### config.mk
export PLATFORM = sky130hd
export DESIGN_NAME = alu_rr_sched
export DESIGN_NICKNAME = d
export VERILOG_FILES = /design/src/rtl/alu_rr_sched.sv
export SDC_FILE = /design/constraint.sdc
export NUM_CORES = 1
export LEC_CHECK = 0
export ABC_AREA = 1
export CAP_MARGIN = 30
export CORE_MARGIN = 2
export CORE_UTILIZATION = 44
export DETAILED_ROUTE_END_ITERATION = 10
export GPL_TIMING_DRIVEN = 0
export PLACE_DENSITY_LB_ADDON = 0.08
export SLEW_MARGIN = 20
export SYNTH_ARGS = -nofsm -noshare
export SYNTH_HDL_FRONTEND = slang
export SYNTH_SLANG_ARGS = --single-unit
### constraint.sdc
create_clock -name clk -period 4.2 [get_ports clk]
set_input_delay 1.05 -clock clk [delete_from_list [all_inputs] [get_ports clk]]
set_output_delay 1.05 -clock clk [all_outputs]
set_load 0.02 [all_outputs]
### src/rtl/alu_rr_sched.sv
// Round-robin front end for one shared combinational ALU: two requesters take turns,
// each operation is held on registered ALU inputs for its settle latency, then returned.
module alu_rr_sched #(
  parameter int WIDTH   = 16,
  parameter int MUL_LAT = 2,
  parameter int DIV_LAT = 4
) (
  input  logic             clk,
  input  logic             rst_n,

  input  logic             req0_valid,
  output logic             req0_ready,
  input  logic [3:0]       req0_fun,
  input  logic [WIDTH-1:0] req0_a,
  input  logic [WIDTH-1:0] req0_b,

  input  logic             req1_valid,
  output logic             req1_ready,
  input  logic [3:0]       req1_fun,
  input  logic [WIDTH-1:0] req1_a,
  input  logic [WIDTH-1:0] req1_b,

  output logic [WIDTH-1:0] alu_a,
  output logic [WIDTH-1:0] alu_b,
  output logic [3:0]       alu_fun,
  input  logic [WIDTH-1:0] alu_out,
  input  logic [3:0]       alu_flags,

  output logic             rsp_valid,
  input  logic             rsp_ready,
  output logic             rsp_id,
  output logic [WIDTH-1:0] rsp_data,
  output logic [3:0]       rsp_flags,
  output logic             rsp_err
);

  localparam logic [3:0] FUN_MUL = 4'b0010;
  localparam logic [3:0] FUN_DIV = 4'b0011;
  localparam logic [3:0] FUN_NOP = 4'b1111;
  localparam int MAX_LAT = (MUL_LAT > DIV_LAT) ? MUL_LAT : DIV_LAT;
  localparam int CNT_W   = $clog2(MAX_LAT + 1);

  typedef enum logic [1:0] {IDLE, EXEC, RESP} state_t;

  state_t           state_q, state_d;
  logic             ptr_q, ptr_d;
  logic [CNT_W-1:0] cnt_q, cnt_d;

  logic             accept;
  logic             grant_id;
  logic [3:0]       sel_fun;
  logic [WIDTH-1:0] sel_a;
  logic [WIDTH-1:0] sel_b;
  logic [CNT_W-1:0] op_lat;
  logic             exec_last;
  logic             err_div0;
  logic             err_nop;

  // Rejected operations settle in a single cycle regardless of opcode.
  function automatic logic [CNT_W-1:0] latency_of(input logic [3:0] fun,
                                                  input logic [WIDTH-1:0] b);
    logic [CNT_W-1:0] lat;
    lat = CNT_W'(1);
    if (fun == FUN_MUL) begin
      lat = CNT_W'(MUL_LAT);
    end else if (fun == FUN_DIV && b != '0) begin
      lat = CNT_W'(DIV_LAT);
    end
    return lat;
  endfunction

  always_comb begin
    req0_ready = (state_q == IDLE) && req0_valid && (!ptr_q || !req1_valid);
    req1_ready = (state_q == IDLE) && req1_valid && ( ptr_q || !req0_valid);
  end

  always_comb begin
    accept   = req0_ready || req1_ready;
    grant_id = req1_ready;
    sel_fun  = grant_id ? req1_fun : req0_fun;
    sel_a    = grant_id ? req1_a   : req0_a;
    sel_b    = grant_id ? req1_b   : req0_b;
    op_lat   = latency_of(sel_fun, sel_b);
  end

  always_comb begin
    exec_last = (state_q == EXEC) && (cnt_q == CNT_W'(1));
    err_div0  = (alu_fun == FUN_DIV) && (alu_b == '0);
    err_nop   = (alu_fun == FUN_NOP);
  end

  always_ff @(posedge clk or negedge rst_n) begin
    if (!rst_n) begin
      state_q <= IDLE;
      ptr_q   <= 1'b0;
      cnt_q   <= '0;
    end else begin
      state_q <= state_d;
      ptr_q   <= ptr_d;
      cnt_q   <= cnt_d;
    end
  end

  always_comb begin
    state_d = state_q;
    ptr_d   = ptr_q;
    cnt_d   = cnt_q;
    case (state_q)
      IDLE: begin
        if (accept) begin
          state_d = EXEC;
          ptr_d   = ~grant_id;
          cnt_d   = op_lat;
        end
      end
      EXEC: begin
        cnt_d = cnt_q - CNT_W'(1);
        if (exec_last) begin
          state_d = RESP;
        end
      end
      RESP: begin
        if (rsp_ready) begin
          state_d = IDLE;
        end
      end
      default: state_d = IDLE;
    endcase
  end

  // ALU inputs only change on acceptance, so they stay stable through EXEC and afterwards.
  always_ff @(posedge clk or negedge rst_n) begin
    if (!rst_n) begin
      alu_a   <= '0;
      alu_b   <= '0;
      alu_fun <= FUN_NOP;
      rsp_id  <= 1'b0;
    end else if (accept) begin
      alu_a   <= sel_a;
      alu_b   <= sel_b;
      alu_fun <= sel_fun;
      rsp_id  <= grant_id;
    end
  end

  always_ff @(posedge clk or negedge rst_n) begin
    if (!rst_n) begin
      rsp_valid <= 1'b0;
      rsp_data  <= '0;
      rsp_flags <= '0;
      rsp_err   <= 1'b0;
    end else if (exec_last) begin
      rsp_valid <= 1'b1;
      if (err_div0) begin
        rsp_data  <= '1;
        rsp_flags <= 4'b1000;
        rsp_err   <= 1'b1;
      end else if (err_nop) begin
        rsp_data  <= '0;
        rsp_flags <= 4'b0000;
        rsp_err   <= 1'b1;
      end else begin
        rsp_data  <= alu_out;
        rsp_flags <= alu_flags;
        rsp_err   <= 1'b0;
      end
    end else if (state_q == RESP && rsp_ready) begin
      rsp_valid <= 1'b0;
    end
  end

endmodule

==> summary.txt <==
Status
  – Status: complete, no violations

Setup path
  – Critical-path cell list: clkdlybuf4s50_1 > nand3_4 > inv_2 > buf_4 > buf_2 > clkdlybuf4s50_1
  – CP max-delay cell: clkdlybuf4s50_1
  – CP delay by family, top: buffers and inverters
  – Worst Path Buf+Inv: 5
  – Setup crit start kind: primary input
  – Crit Path Max Fanout: 10
  – Reg-to-reg critical path startpoint: alu_b[9]
  – Kind of critical path: in -> out
  – Reg-to-reg slack, setup: 2.31 ns
  – CP startpoint: req1_valid
  – Worst endpoint required time: 3.15 ns
  – CP arrival: 3.04 ns
  – CP most frequent cell: clkdlybuf4s50_1
  – CP endpoint kind: output port
  – Worst r2r path cells: 6
  – Critical path depth in cells: 6
  – Largest stage delay, worst path: 0.65 ns
  – Reg2reg end: rsp_data[12]
  – Critical Path Sink: req1_ready

Routing
  – First-pass iteration count of the detailed router: 4
  – Via count: 3388
  – DR vias/cell: 5.03
  – Final WL: 9600 um
  – Iteration-0 DRC count of the detailed router: 145
  – WL/cell: 14.2 um
  – Drt drc: 0
  – Detail Route Antenna Nets: 0

Die
  – DIE AREA: 8040 sq um
  – Num rows: 31
  – Io pins: 158
  – Starting Density: 45.0%
  – Die height: 89.7 um
  – Die W: 89.7 um
  – Core area: 7180 sq um

Logic synthesis
  – Mapped Nets: 500
  – Main area contributors after synthesis: dfrtp_1 47%, nand2_1 17%, a21oi_1 5.4%
  – Cell with the most instances after synthesis: nand2_1
  – Yosys reg bits: 65
  – Commonest cells post-synth: 149 x nand2_1, 61 x dfrtp_1, 35 x a21oi_1, 35 x nor2_1, 16 x o211ai_1
  – Asr flop ratio synth: 100%
  – Synth top area share: 47.3%
  – Synth area leader: dfrtp_1
  – Synth Area per Inst: 8.06 sq um
  – Seq/Total Area, Yosys: 50.5%
  – Synth Flop Type: dfrtp_1
  – Cells after Synth: 401
  – Yosys warns: 0
  – Unique masters post-synth: 30
  – Post-synthesis cell area: 3230 sq um
  – EDFF count, synth: 0

Power and ir drop
  – Int Power: 2.25 mW
  – Leakage: 2.34 nW
  – Sequential Power Share: 29.8%
  – Switching power total: 1.60 mW
  – Clock Power Share: 16.8%
  – Comb pwr share: 53.4%
  – Switching Share: 41.6%
  – Maximum vdd drop: 0.307 mV
  – Power density cells: 743 nW/um^2
  – Tot Pwr: 3.85 mW

STA
  – Final setup viols: 0
  – RSZ-0062 raised after global routing: no
  – Worst hold slack: 0.478 ns
  – Worst Slack Setup Final: 0.108 ns
  – Worst slew pin tran: 0.446 ns
  – Final hold vios: 0
  – Final period util: 97.4%
  – Max Clk Rate: 244 MHz
  – Clock Skews: 0.00733 ns
  – Final Critical Period: 4.09 ns
  – Rel. slew slack: 70.3%
  – Pins Over Slew Limit: 0

Clocking
  – Reg clk slew, reported paths: 0.07 ns
  – CTS tree: yes
  – Clock buffer depth: 2
  – Post-CTS Setup Inserts: 0
  – Clock Sinks: 65
  – Hold Buf Count CTS: 0
  – Num CTS Buffers: 9
  – Clock Latency Late Sink: 0.35 ns
  – # resized after CTS: 0
  – CTS Root Cell: clkbuf_8
  – H-tree Lvls: 3

GRT
  – First-pass GRT wire length: 14600 um
  – GRT Residual Overflow: 0
  – Vias in the first global route: 3192
  – Gr usage total: 24.1%
  – Pin count of the biggest net entering global routing: 38
  – Antenna violations before repair: 0

Final layout
  – Post-layout net count: 669
  – Final core occ: 72.3%
  – Final cell count without fillers: 674
  – Fillcell total: 557
  – Layout cells sized above 1: 11.0%
  – Layout area overhead: 60.5%
  – Ant. Diodes: 0

Placed design
  – Port Buf Inserts: 157
  – Placed insts: 658
  – Pre-CTS setup slack: 0.120 ns
  – Post-DP HPWL: 7250 um
  – RD Place Congestion: 0.876

Job
  – Maxcap violations: 0

Min path
  – Hold Crit Class: reg -> reg
stage by stage:
step | setup TNS (ns) | cell area (sq um)
2_1_floorplan | 0 | 3230
3_3_place_gp | -1.99 | 4930
3_5_place_dp | 0 | 4940
4_1_cts | 0 | 5190
5_1_grt | 0 | 5190
6_report | 0 | 5190
power by group through the flow:
stage               registers, mW  logic (mW)  clock network, mW
finish                       1.15        2.06              0.648
global route                 1.19        2.25              0.687
CTS                          1.15        2.07              0.659
detailed placement           1.15        2.06                  0
global placement             1.14        2.01                  0
floorplan                    1.46       0.827                  0
area by class of cell:
class	instances	area (sq um)	area share, %
inverter	14	52.6	1.01
timing repair buffer	158	1590	30.6
clock inverter	6	115	2.22
tap	99	124	2.39
multi-input combinational	301	1430	27.6
clock buffer	10	128	2.46
buffer	21	115	2.22
sequential	65	1630	31.5
cell usage in the layout (no fill, tap or decap), types with 5 or more instances in the layout:
cell type / count
or2_2: 12
nand4_1: 15
o21ai_0: 8
inv_1: 10
clkbuf_1: 5
a21oi_1: 35
clkdlybuf4s50_1: 156
o211ai_1: 16
nor2_1: 35
clkbuf_8: 9
dfrtp_1: 61
buf_2: 14
nand2_1: 149
registers in the layout, indices dropped and copies added (netlist names):
| name | flops |
|---|---|
| rsp_id | 1 |
| alu_b | 16 |
| rsp_valid | 1 |
| state_q | 2 |
| rsp_data | 16 |
| alu_a | 16 |
| ptr_q | 1 |
| rsp_flags | 4 |
| alu_fun | 4 |
| cnt_q | 3 |
| rsp_err | 1 |
routing by layer:
metal  global-route usage (%)  share of wire (%)
met5                        0                  0
met3                     6.40                9.8
met4                     9.91                2.1
met1                     28.4                 38
met2                     41.6                 50
worst min-delay path: stages (launching register included):
cell and delay [ns]:
dfrtp_1 0.34, nand2_1 0.05, nand2_1 0.05
cell families after synthesis:
group | after synthesis | synth area share [%]
adders and majority gates | 2 | 0.774
and+or+nand+nor | 230 | 30.9
AOI/OAI and AO/OA | 68 | 12.4
DFF | 65 | 50.5
buffers and inverters | 35 | 5.19
xor gates and xnor gates | 1 | 0.271
worst min-delay path by stage:
stage / from / end / slack [ns] / cells after the start
6_report: alu_a[14] / alu_a[14] / 0.48 / 2
2_1_floorplan: alu_fun[0] / alu_fun[0] / 0.51 / 2
3_5_place_dp: rsp_id / rsp_id / 0.46 / 2
3_3_place_gp: rsp_id / rsp_id / 0.45 / 2
5_1_grt: alu_a[10] / alu_a[10] / 0.52 / 2
4_1_cts: alu_a[5] / alu_a[5] / 0.48 / 2
Power figures use the tool's default switching activity.
